===== config.mk =====
export PLATFORM = sky130hd
export DESIGN_NAME = imm_gen_stage_flat
export DESIGN_NICKNAME = d
export VERILOG_FILES = /design/src/rtl/imm_gen_stage_if.sv /design/src/rtl/imm_gen_stage.sv /design/src/flat_wrapper.sv
export SDC_FILE = /design/constraint.sdc
export NUM_CORES = 1
export LEC_CHECK = 0
export CAP_MARGIN = 30
export CORE_ASPECT_RATIO = 0.7
export CORE_MARGIN = 5
export CORE_UTILIZATION = 50
export DETAILED_ROUTE_END_ITERATION = 8
export HOLD_SLACK_MARGIN = 0.06
export PLACE_DENSITY = 0.79
export SYNTH_ARGS = -nofsm -noshare
export SYNTH_HDL_FRONTEND = slang
export SYNTH_SLANG_ARGS = --single-unit

===== constraint.sdc =====
create_clock -name clk -period 4.85 [get_ports clk]
set_input_delay 0.97 -clock clk [delete_from_list [all_inputs] [get_ports clk]]
set_output_delay 0.97 -clock clk [all_outputs]
set_load 0.01 [all_outputs]

===== src/rtl/imm_gen_stage_if.sv =====
// Handshake bundle for imm_gen_stage: upstream instruction side and downstream
// immediate side. The stage itself connects through the slave modport.
interface imm_gen_stage_if #(
  parameter int XLEN  = 32,
  parameter int TAG_W = 5
);
  logic             in_valid;
  logic             in_ready;
  logic [2:0]       in_imm_src;
  logic [31:0]      in_instr;
  logic [TAG_W-1:0] in_tag;
  logic             out_valid;
  logic             out_ready;
  logic [XLEN-1:0]  out_imm;
  logic [TAG_W-1:0] out_tag;
  logic             out_illegal;

  modport master (
    output in_valid, in_imm_src, in_instr, in_tag, out_ready,
    input  in_ready, out_valid, out_imm, out_tag, out_illegal
  );

  modport slave (
    input  in_valid, in_imm_src, in_instr, in_tag, out_ready,
    output in_ready, out_valid, out_imm, out_tag, out_illegal
  );
endinterface


===== src/rtl/imm_gen_stage.sv =====
// Immediate generation stage behind a 2-entry main/skid buffer with registered in_ready.
// Optional macro IMM_GEN_ZIMM_EN makes select 5 (CSR zimm) a legal format.
module imm_gen_stage #(
  parameter int XLEN  = 32,
  parameter int TAG_W = 5
) (
  input  logic           clk,
  input  logic           rst_n,
  input  logic           flush,
  input  logic           err_clr,
  output logic           err_sticky,
  imm_gen_stage_if.slave bus
);

  if (XLEN != 32 && XLEN != 64) begin : g_xlen_check
    $error("imm_gen_stage: XLEN must be 32 or 64");
  end

  typedef enum logic [1:0] {
    ST_EMPTY = 2'd0,
    ST_ONE   = 2'd1,
    ST_FULL  = 2'd2
  } state_e;

  typedef struct packed {
    logic             illegal;
    logic [XLEN-1:0]  imm;
    logic [TAG_W-1:0] tag;
  } entry_t;

  // Returns {illegal, immediate}; illegal selects produce a zero immediate.
  function automatic logic [XLEN:0] calc_imm(input logic [2:0] src, input logic [31:7] ins);
    logic [31:0]     v;
    logic [XLEN-1:0] r;
    logic            ill;
    v   = 32'd0;
    ill = 1'b0;
    case (src)
      3'd0:    v = {{20{ins[31]}}, ins[31:20]};
      3'd1:    v = {{20{ins[31]}}, ins[31:25], ins[11:7]};
      3'd2:    v = {{19{ins[31]}}, ins[31], ins[7], ins[30:25], ins[11:8], 1'b0};
      3'd3:    v = {ins[31:12], 12'd0};
      3'd4:    v = {{11{ins[31]}}, ins[31], ins[19:12], ins[20], ins[30:21], 1'b0};
`ifdef IMM_GEN_ZIMM_EN
      3'd5:    v = {27'd0, ins[19:15]};
`endif
      default: ill = 1'b1;
    endcase
    r       = {XLEN{v[31]}};
    r[31:0] = v;
    return {ill, r};
  endfunction

  state_e         state_q, state_d;
  entry_t         main_q, main_d;
  entry_t         skid_q, skid_d;
  logic           in_ready_q, in_ready_d;
  logic           out_valid_q, out_valid_d;
  logic           err_q, err_d;
  logic [XLEN:0]  calc_s;
  entry_t         new_s;
  logic           accept_s;
  logic           deliver_s;
  logic           unused_instr_s;

  assign calc_s         = calc_imm(bus.in_imm_src, bus.in_instr[31:7]);
  assign new_s          = {calc_s, bus.in_tag};
  assign unused_instr_s = ^bus.in_instr[6:0];

  // Next-state decode: flush wins over everything, then deliver/accept per occupancy.
  always_comb begin
    state_d   = state_q;
    main_d    = main_q;
    skid_d    = skid_q;
    err_d     = err_q;
    accept_s  = bus.in_valid && in_ready_q && !flush;
    deliver_s = out_valid_q && bus.out_ready;
    if (flush) begin
      state_d = ST_EMPTY;
    end else begin
      case (state_q)
        ST_EMPTY: begin
          if (accept_s) begin
            main_d  = new_s;
            state_d = ST_ONE;
          end else begin
            state_d = ST_EMPTY;
          end
        end
        ST_ONE: begin
          if (accept_s && deliver_s) begin
            main_d  = new_s;
            state_d = ST_ONE;
          end else if (accept_s) begin
            skid_d  = new_s;
            state_d = ST_FULL;
          end else if (deliver_s) begin
            state_d = ST_EMPTY;
          end else begin
            state_d = ST_ONE;
          end
        end
        ST_FULL: begin
          // in_ready is low here, so only a delivery can move the buffer
          if (deliver_s) begin
            main_d  = skid_q;
            state_d = ST_ONE;
          end else begin
            state_d = ST_FULL;
          end
        end
        default: state_d = ST_EMPTY;
      endcase
    end
    in_ready_d  = (state_d != ST_FULL);
    out_valid_d = (state_d != ST_EMPTY);
    if (accept_s && new_s.illegal) begin
      err_d = 1'b1;
    end else if (err_clr) begin
      err_d = 1'b0;
    end else begin
      err_d = err_q;
    end
  end

  // State and payload registers; reset drops any held entries.
  always_ff @(posedge clk or negedge rst_n) begin
    if (!rst_n) begin
      state_q     <= ST_EMPTY;
      main_q      <= '0;
      skid_q      <= '0;
      in_ready_q  <= 1'b0;
      out_valid_q <= 1'b0;
      err_q       <= 1'b0;
    end else begin
      state_q     <= state_d;
      main_q      <= main_d;
      skid_q      <= skid_d;
      in_ready_q  <= in_ready_d;
      out_valid_q <= out_valid_d;
      err_q       <= err_d;
    end
  end

  assign bus.in_ready    = in_ready_q;
  assign bus.out_valid   = out_valid_q;
  assign bus.out_imm     = main_q.imm;
  assign bus.out_tag     = main_q.tag;
  assign bus.out_illegal = main_q.illegal;
  assign err_sticky      = err_q;

endmodule

===== src/flat_wrapper.sv =====
// flat-port wrapper written by rule: the top's interface ports become plain ports
module imm_gen_stage_flat 
#(
  parameter int XLEN  = 32,
  parameter int TAG_W = 5
)
  (clk, rst_n, flush, err_clr, err_sticky, bus_in_valid, bus_in_imm_src, bus_in_instr, bus_in_tag, bus_out_ready, bus_in_ready, bus_out_valid, bus_out_imm, bus_out_tag, bus_out_illegal);
  imm_gen_stage_if #(.XLEN(XLEN), .TAG_W(TAG_W)) bus_i ();
  input  logic clk;
  input  logic rst_n;
  input  logic flush;
  input  logic err_clr;
  output logic err_sticky;
  input wire logic [$bits(bus_i.in_valid)-1:0] bus_in_valid;
  input wire logic [$bits(bus_i.in_imm_src)-1:0] bus_in_imm_src;
  input wire logic [$bits(bus_i.in_instr)-1:0] bus_in_instr;
  input wire logic [$bits(bus_i.in_tag)-1:0] bus_in_tag;
  input wire logic [$bits(bus_i.out_ready)-1:0] bus_out_ready;
  output wire logic [$bits(bus_i.in_ready)-1:0] bus_in_ready;
  output wire logic [$bits(bus_i.out_valid)-1:0] bus_out_valid;
  output wire logic [$bits(bus_i.out_imm)-1:0] bus_out_imm;
  output wire logic [$bits(bus_i.out_tag)-1:0] bus_out_tag;
  output wire logic [$bits(bus_i.out_illegal)-1:0] bus_out_illegal;
  assign bus_i.in_valid = bus_in_valid;
  assign bus_i.in_imm_src = bus_in_imm_src;
  assign bus_i.in_instr = bus_in_instr;
  assign bus_i.in_tag = bus_in_tag;
  assign bus_i.out_ready = bus_out_ready;
  assign bus_in_ready = bus_i.in_ready;
  assign bus_out_valid = bus_i.out_valid;
  assign bus_out_imm = bus_i.out_imm;
  assign bus_out_tag = bus_i.out_tag;
  assign bus_out_illegal = bus_i.out_illegal;
  imm_gen_stage #(.XLEN(XLEN), .TAG_W(TAG_W)) u_core (.clk(clk), .rst_n(rst_n), .flush(flush), .err_clr(err_clr), .err_sticky(err_sticky), .bus(bus_i));
endmodule

==> reports/results.tsv, run 1 <==
metric	value	unit
syn_area	3960	um^2
antenna_found_initial	0	
worstReg2RegStart	u_core.bus.out_valid	
synth-edff-count	0	
yosysWarnings	0	
relSlewSlack	48.0	%
synthFlopType	dfrtp_1	
tns	0	ps
first_pass_iters	5	
place_ws	1120	ps
fp.dieArea	9820	um^2
worstSkewPairLatency	330	ps
routabilityCongestion	0.850	
min_path_type	reg2reg	
min_period_over_period	69.6	%
clk_path_buf_depth	2	
wl_per_cell	18.4	um
setup_viol	0	
cts_tree	yes	
r2r_setup_slack	2270	ps
tightest_slew	777	ps
io_pins	87	
num_rows	27	
ys_types	44	
ys_seq_elements	81	
grt_pass1_vias	3615	
ys_seq_area_share	51.2	%
slew_viol_final	0	
timing.fmax	296	MHz
drt-initial-drc-count	296	
cts_hold_buf	0	
start_util	50.9	%
powerDensity	425	nW/um^2
ir_worst_vdd	0.275	mV
final_cell_mix	dfrtp_1, clkdlybuf4s50_1, nand2_1, o21ai_0, a21oi_1	
critPathRequiredTime	5060	ps
port_buffers	79	
ant_nets	0	
power_leakage	2.20	nW
core	7770	um^2
viasPerCell	5.97	
avgSynthCellArea	9.42	um^2
mostFrequentLayoutCell	dfrtp_1	
overflow	0	
cp-end-kind	flip-flop	
htree_levels	3	
dp_hpwl	7030	um
max_cap_violations	0	
grtUsageTotal	23.4	%
cp.arrival	3590	ps
grt_max_degree	59	
final_nets	531	
cts-root-buf	clkbuf_16	
cts_sinks	81	
cts_resized	0	
diodes	0	
finClkSkew	4.99	ps
timing.rr.end	u_core.bus.out_imm[7]	
critPathLaunchType	input pin	
drive_gt1_share	8.20	%
total_power	0.00217	W
wirelength	10800	um
syn_nets	468	
dp.cells	572	
synthArstFlopShare	100	%
fin_cells	589	
fin_ws	1480	ps
period_minus_slack	3370	ps
area.growth.synth_to_final	29.3	%
critical_path_class	in2reg	
fin_hold_ws	479	ps
crit_path_end	u_core.bus.out_imm[7]	
dieHeight	84.4	um
numCtsBuffers	9	
crit_path_max_fanout	29	
status	complete, no violations	
clk_pin_slew	60	ps
drc	0	
reg2reg_depth	8	
finalHoldViolations	0	
rsz0062_at_grt	false	
syn_inst	420	
grt_pass1_wl	18400	um
crit_path_start	flush	
die-width	116	um
vias	3519	
cts_setup_buffers	0	
[how the worst min path moves through the flow]
stage,to,slack (ps),cells after the start,from
3_3_place_gp,u_core.skid_q[2],460,2,u_core.skid_q[2]
6_report,u_core.skid_q[8],480,2,u_core.skid_q[8]
5_1_grt,u_core.skid_q[21],510,1,u_core.skid_q[21]
2_1_floorplan,u_core.skid_q[0],440,2,u_core.skid_q[0]
4_1_cts,u_core.skid_q[4],480,2,u_core.skid_q[4]
3_5_place_dp,u_core.skid_q[4],470,2,u_core.skid_q[4]
[cells by family after synthesis]
logic type      Yosys count  share of synthesized area (%)
fa+ha+maj                 2                          0.633
compound gates          148                           23.3
mux                      17                           4.81
buf+inv                  43                           5.16
simple gates            128                           14.6
flops                    81                           51.2
xor+xnor                  1                          0.221
[worst max-delay path, stage by stage]
cell,delay (ps)
clkdlybuf4s50_1,510
nand3b_4,190
inv_2,60
ha_1,230
and3b_1,190
a211oi_2,210
or2_1,390
buf_4,430
mux2_2,390
[power by group]
group	switching, W	leakage [nW]	internal [W]
Clock	0.000250	0.157	0.000479
Combinational	0.000233	1.01	0.000268
Sequential	0.0000982	1.02	0.000845
Total	0.000581	2.20	0.00159
[final cells by class]
type,instances,area [um^2]
inverters,5,18.8
repair buffers,90,888
flip-flops and latches,81,2030
well taps,101,126
clock buffers,14,264
multi-input cells,296,1730
fillers,611,2660
clock inverters,2,60.1
[through the flow]
| stage | util [%] | area (um^2) |
|---|---|---|
| after CTS | 65.8 | 5110 |
| after floorplan | - | 3960 |
| after global placement | 61.2 | 4760 |
| after detailed placement | 61.6 | 4790 |
| after global routing | 65.8 | 5110 |
| final | 65.8 | 5110 |
[cells in the mapped netlist (2+ instances only)]
| cell | n | share of area (%) |
|---|---|---|
| a2111oi_0 | 2 | 0.44 |
| a21oi_1 | 41 | 5.2 |
| a22o_1 | 8 | 1.8 |
| a32oi_1 | 4 | 0.89 |
| and2_1 | 2 | 0.32 |
| buf_2 | 10 | 1.3 |
| buf_4 | 2 | 0.38 |
| buf_6 | 3 | 0.85 |
| clkbuf_1 | 23 | 2.2 |
| dfrtp_1 | 81 | 51 |
| ha_1 | 2 | 0.63 |
| inv_1 | 4 | 0.38 |
| mux2_2 | 8 | 2.3 |
| mux2_4 | 2 | 0.76 |
| mux2i_1 | 7 | 1.8 |
| nand2_1 | 56 | 5.3 |
| nand2b_1 | 2 | 0.32 |
| nand3_1 | 6 | 0.76 |
| nor2_1 | 37 | 3.5 |
| nor2b_1 | 4 | 0.63 |
| nor3_1 | 10 | 1.3 |
| o21a_1 | 8 | 1.5 |
| o21ai_0 | 50 | 6.3 |
| o221ai_1 | 16 | 3.5 |
| o22ai_1 | 2 | 0.32 |
| o31ai_1 | 12 | 2.3 |
[sequential cells by signal (all words and copies together), names as in the netlist]
| signal | count |
|---|---|
| u_core.state_q | 2 |
| u_core.bus.out_illegal | 1 |
| u_core.err_sticky | 1 |
| u_core.bus.out_tag | 5 |
| u_core.bus.out_valid | 1 |
| u_core.skid_q | 38 |
| u_core.bus.in_ready | 1 |
| u_core.bus.out_imm | 32 |
[routing by layer]
metal  track usage, %  wire length, um
met1             32.0             4570
met2             37.1             5330
met3             6.99              813
met4             4.95              121
met5                0                0
Note: power is estimated with default switching activity, not from simulation.
==> run 2: changes to the inputs <==
clock period = 3.4 ns   (was 4.85 ns; I/O delays follow)
==> reports/results.tsv, run 2 (same netlist as run 1, synthesis figures left out) <==
metric	value	unit
status	complete, no violations	
path_cells	clkdlybuf4s50_1 > nand3b_4 > inv_2 > ha_1 > and3b_1 > a211oi_2 > or2_1 > buf_4 > o21ai_0	
critPathMaxStageDelay	540	ps
routabilityCongestion	0.830	
critPathLaunchType	input pin	
multi_input_area	1730	um^2
cp.arrival	3060	ps
grt_pass1_vias	3435	
cts_sinks	81	
num_rows	27	
cts-root-buf	clkbuf_16	
setup_viol	0	
min_period_over_period	84.0	%
diodes	0	
largest_reg_flops	38	
slew_viol_final	0	
finClkSkew	6.81	ps
final_cell_mix	dfrtp_1, clkdlybuf4s50_1, nand2_1, o21ai_0, a21oi_1	
regMostFlops	u_core.skid_q	
critPathTopFamily	simple AND/OR/NAND/NOR gates	
area.growth.synth_to_final	29.3	%
cts_tree	yes	
vias	3512	
viasPerCell	5.93	
overflow	0	
grt_max_degree	53	
max_cap_violations	0	
die-width	116	um
dp_hpwl	7180	um
clk_pin_slew	60	ps
fin_ws	543	ps
cp-end-kind	flip-flop	
cts_resized	0	
cts_hold_buf	0	
period_minus_slack	2860	ps
port_buffers	79	
grtUsageTotal	22.3	%
ant_nets	0	
tightest_slew	741	ps
place_ws	172	ps
clk_path_buf_depth	2	
min_path_type	in2async	
powerDensity	589	nW/um^2
wirelength	10500	um
drt-initial-drc-count	290	
antenna_found_initial	0	
core	7770	um^2
crit_path_max_fanout	13	
worstSkewPairLatency	330	ps
htree_levels	3	
drive_gt1_share	9.16	%
start_util	50.9	%
fp.dieArea	9820	um^2
crit_buf_inv	3	
power_leakage	2.19	nW
ir_worst_vdd	0.366	mV
grt_pass1_wl	17400	um
drc	0	
mostFrequentLayoutCell	dfrtp_1	
critPathRequiredTime	3600	ps
io_pins	87	
slowest_stage	or2_1	
critical_path_class	in2reg	
regArea	2030	um^2
wl_per_cell	17.7	um
finalHoldViolations	0	
dieHeight	84.4	um
cts_setup_buffers	0	
timing.fmax	350	MHz
first_pass_iters	5	
numCtsBuffers	9	
nFillCells	627	
relSlewSlack	50.6	%
final_nets	534	
tns	0	ps
rsz0062_at_grt	false	
[run 2: cell count changes in the layout (fill, tap and decap cells not counted), moves of 2 or more]
| cell | change |
|---|---|
| buf_4 | +4 |
| clkbuf_1 | -2 |
| clkbuf_8 | -2 |
| clkinvlp_4 | +2 |
[run 2: routing by layer]
metal	vias up	global-route usage (%)	wire length, um
li1	1635	-	-
met1	1740	31.7	4660
met2	122	34.3	4990
met3	15	5.19	719
met4	0	5.90	137
met5	-	0	0
[run 2: final cells by class]
type | count | share of cell area, %
Sequential cell | 81 | 39.6
Multi-Input combinational cell | 296 | 33.8
Timing Repair Buffer | 93 | 17.9
Clock buffer | 10 | 4.48
Tap cell | 101 | 2.47
Clock inverter | 6 | 1.32
Inverter | 5 | 0.367
[run 2: worst paths after layout]
kind	from	to	slack (ps)	depth (start not counted)
setup / recovery	flush	u_core.bus.out_tag[0]	540	9
hold / removal	rst_n	u_core.skid_q[27]	270	1
setup reg to reg	u_core.bus.out_valid	u_core.bus.out_tag[0]	1040	8
hold reg to reg	u_core.skid_q[4]	u_core.skid_q[4]	480	2
max in group asynchronous	rst_n	u_core.skid_q[17]	2550	2
min in group clk	u_core.skid_q[4]	u_core.skid_q[4]	480	2
[run 2: report_power, final]
part	internal (W)	total, W	switching (W)
registers	0.00120	0.00134	0.000136
clock network	0.000571	0.000961	0.000390
logic	0.000384	0.000711	0.000327
total	0.00216	0.00301	0.000853
[run 2: metrics by stage]
step | util [%] | instance area, um^2 | std cells | hold slack [ps] | total power (W)
finish | 65.8 | 5110 | 592 | 271 | 0.00301
global route | 65.8 | 5110 | 592 | 309 | 0.00317
CTS | 65.8 | 5110 | 592 | 283 | 0.00303
detailed placement | 62.0 | 4820 | 576 | 462 | 0.00206
global placement | 61.6 | 4790 | 575 | 458 | 0.00202
floorplan | - | 3960 | 420 | 384 | 0.00168
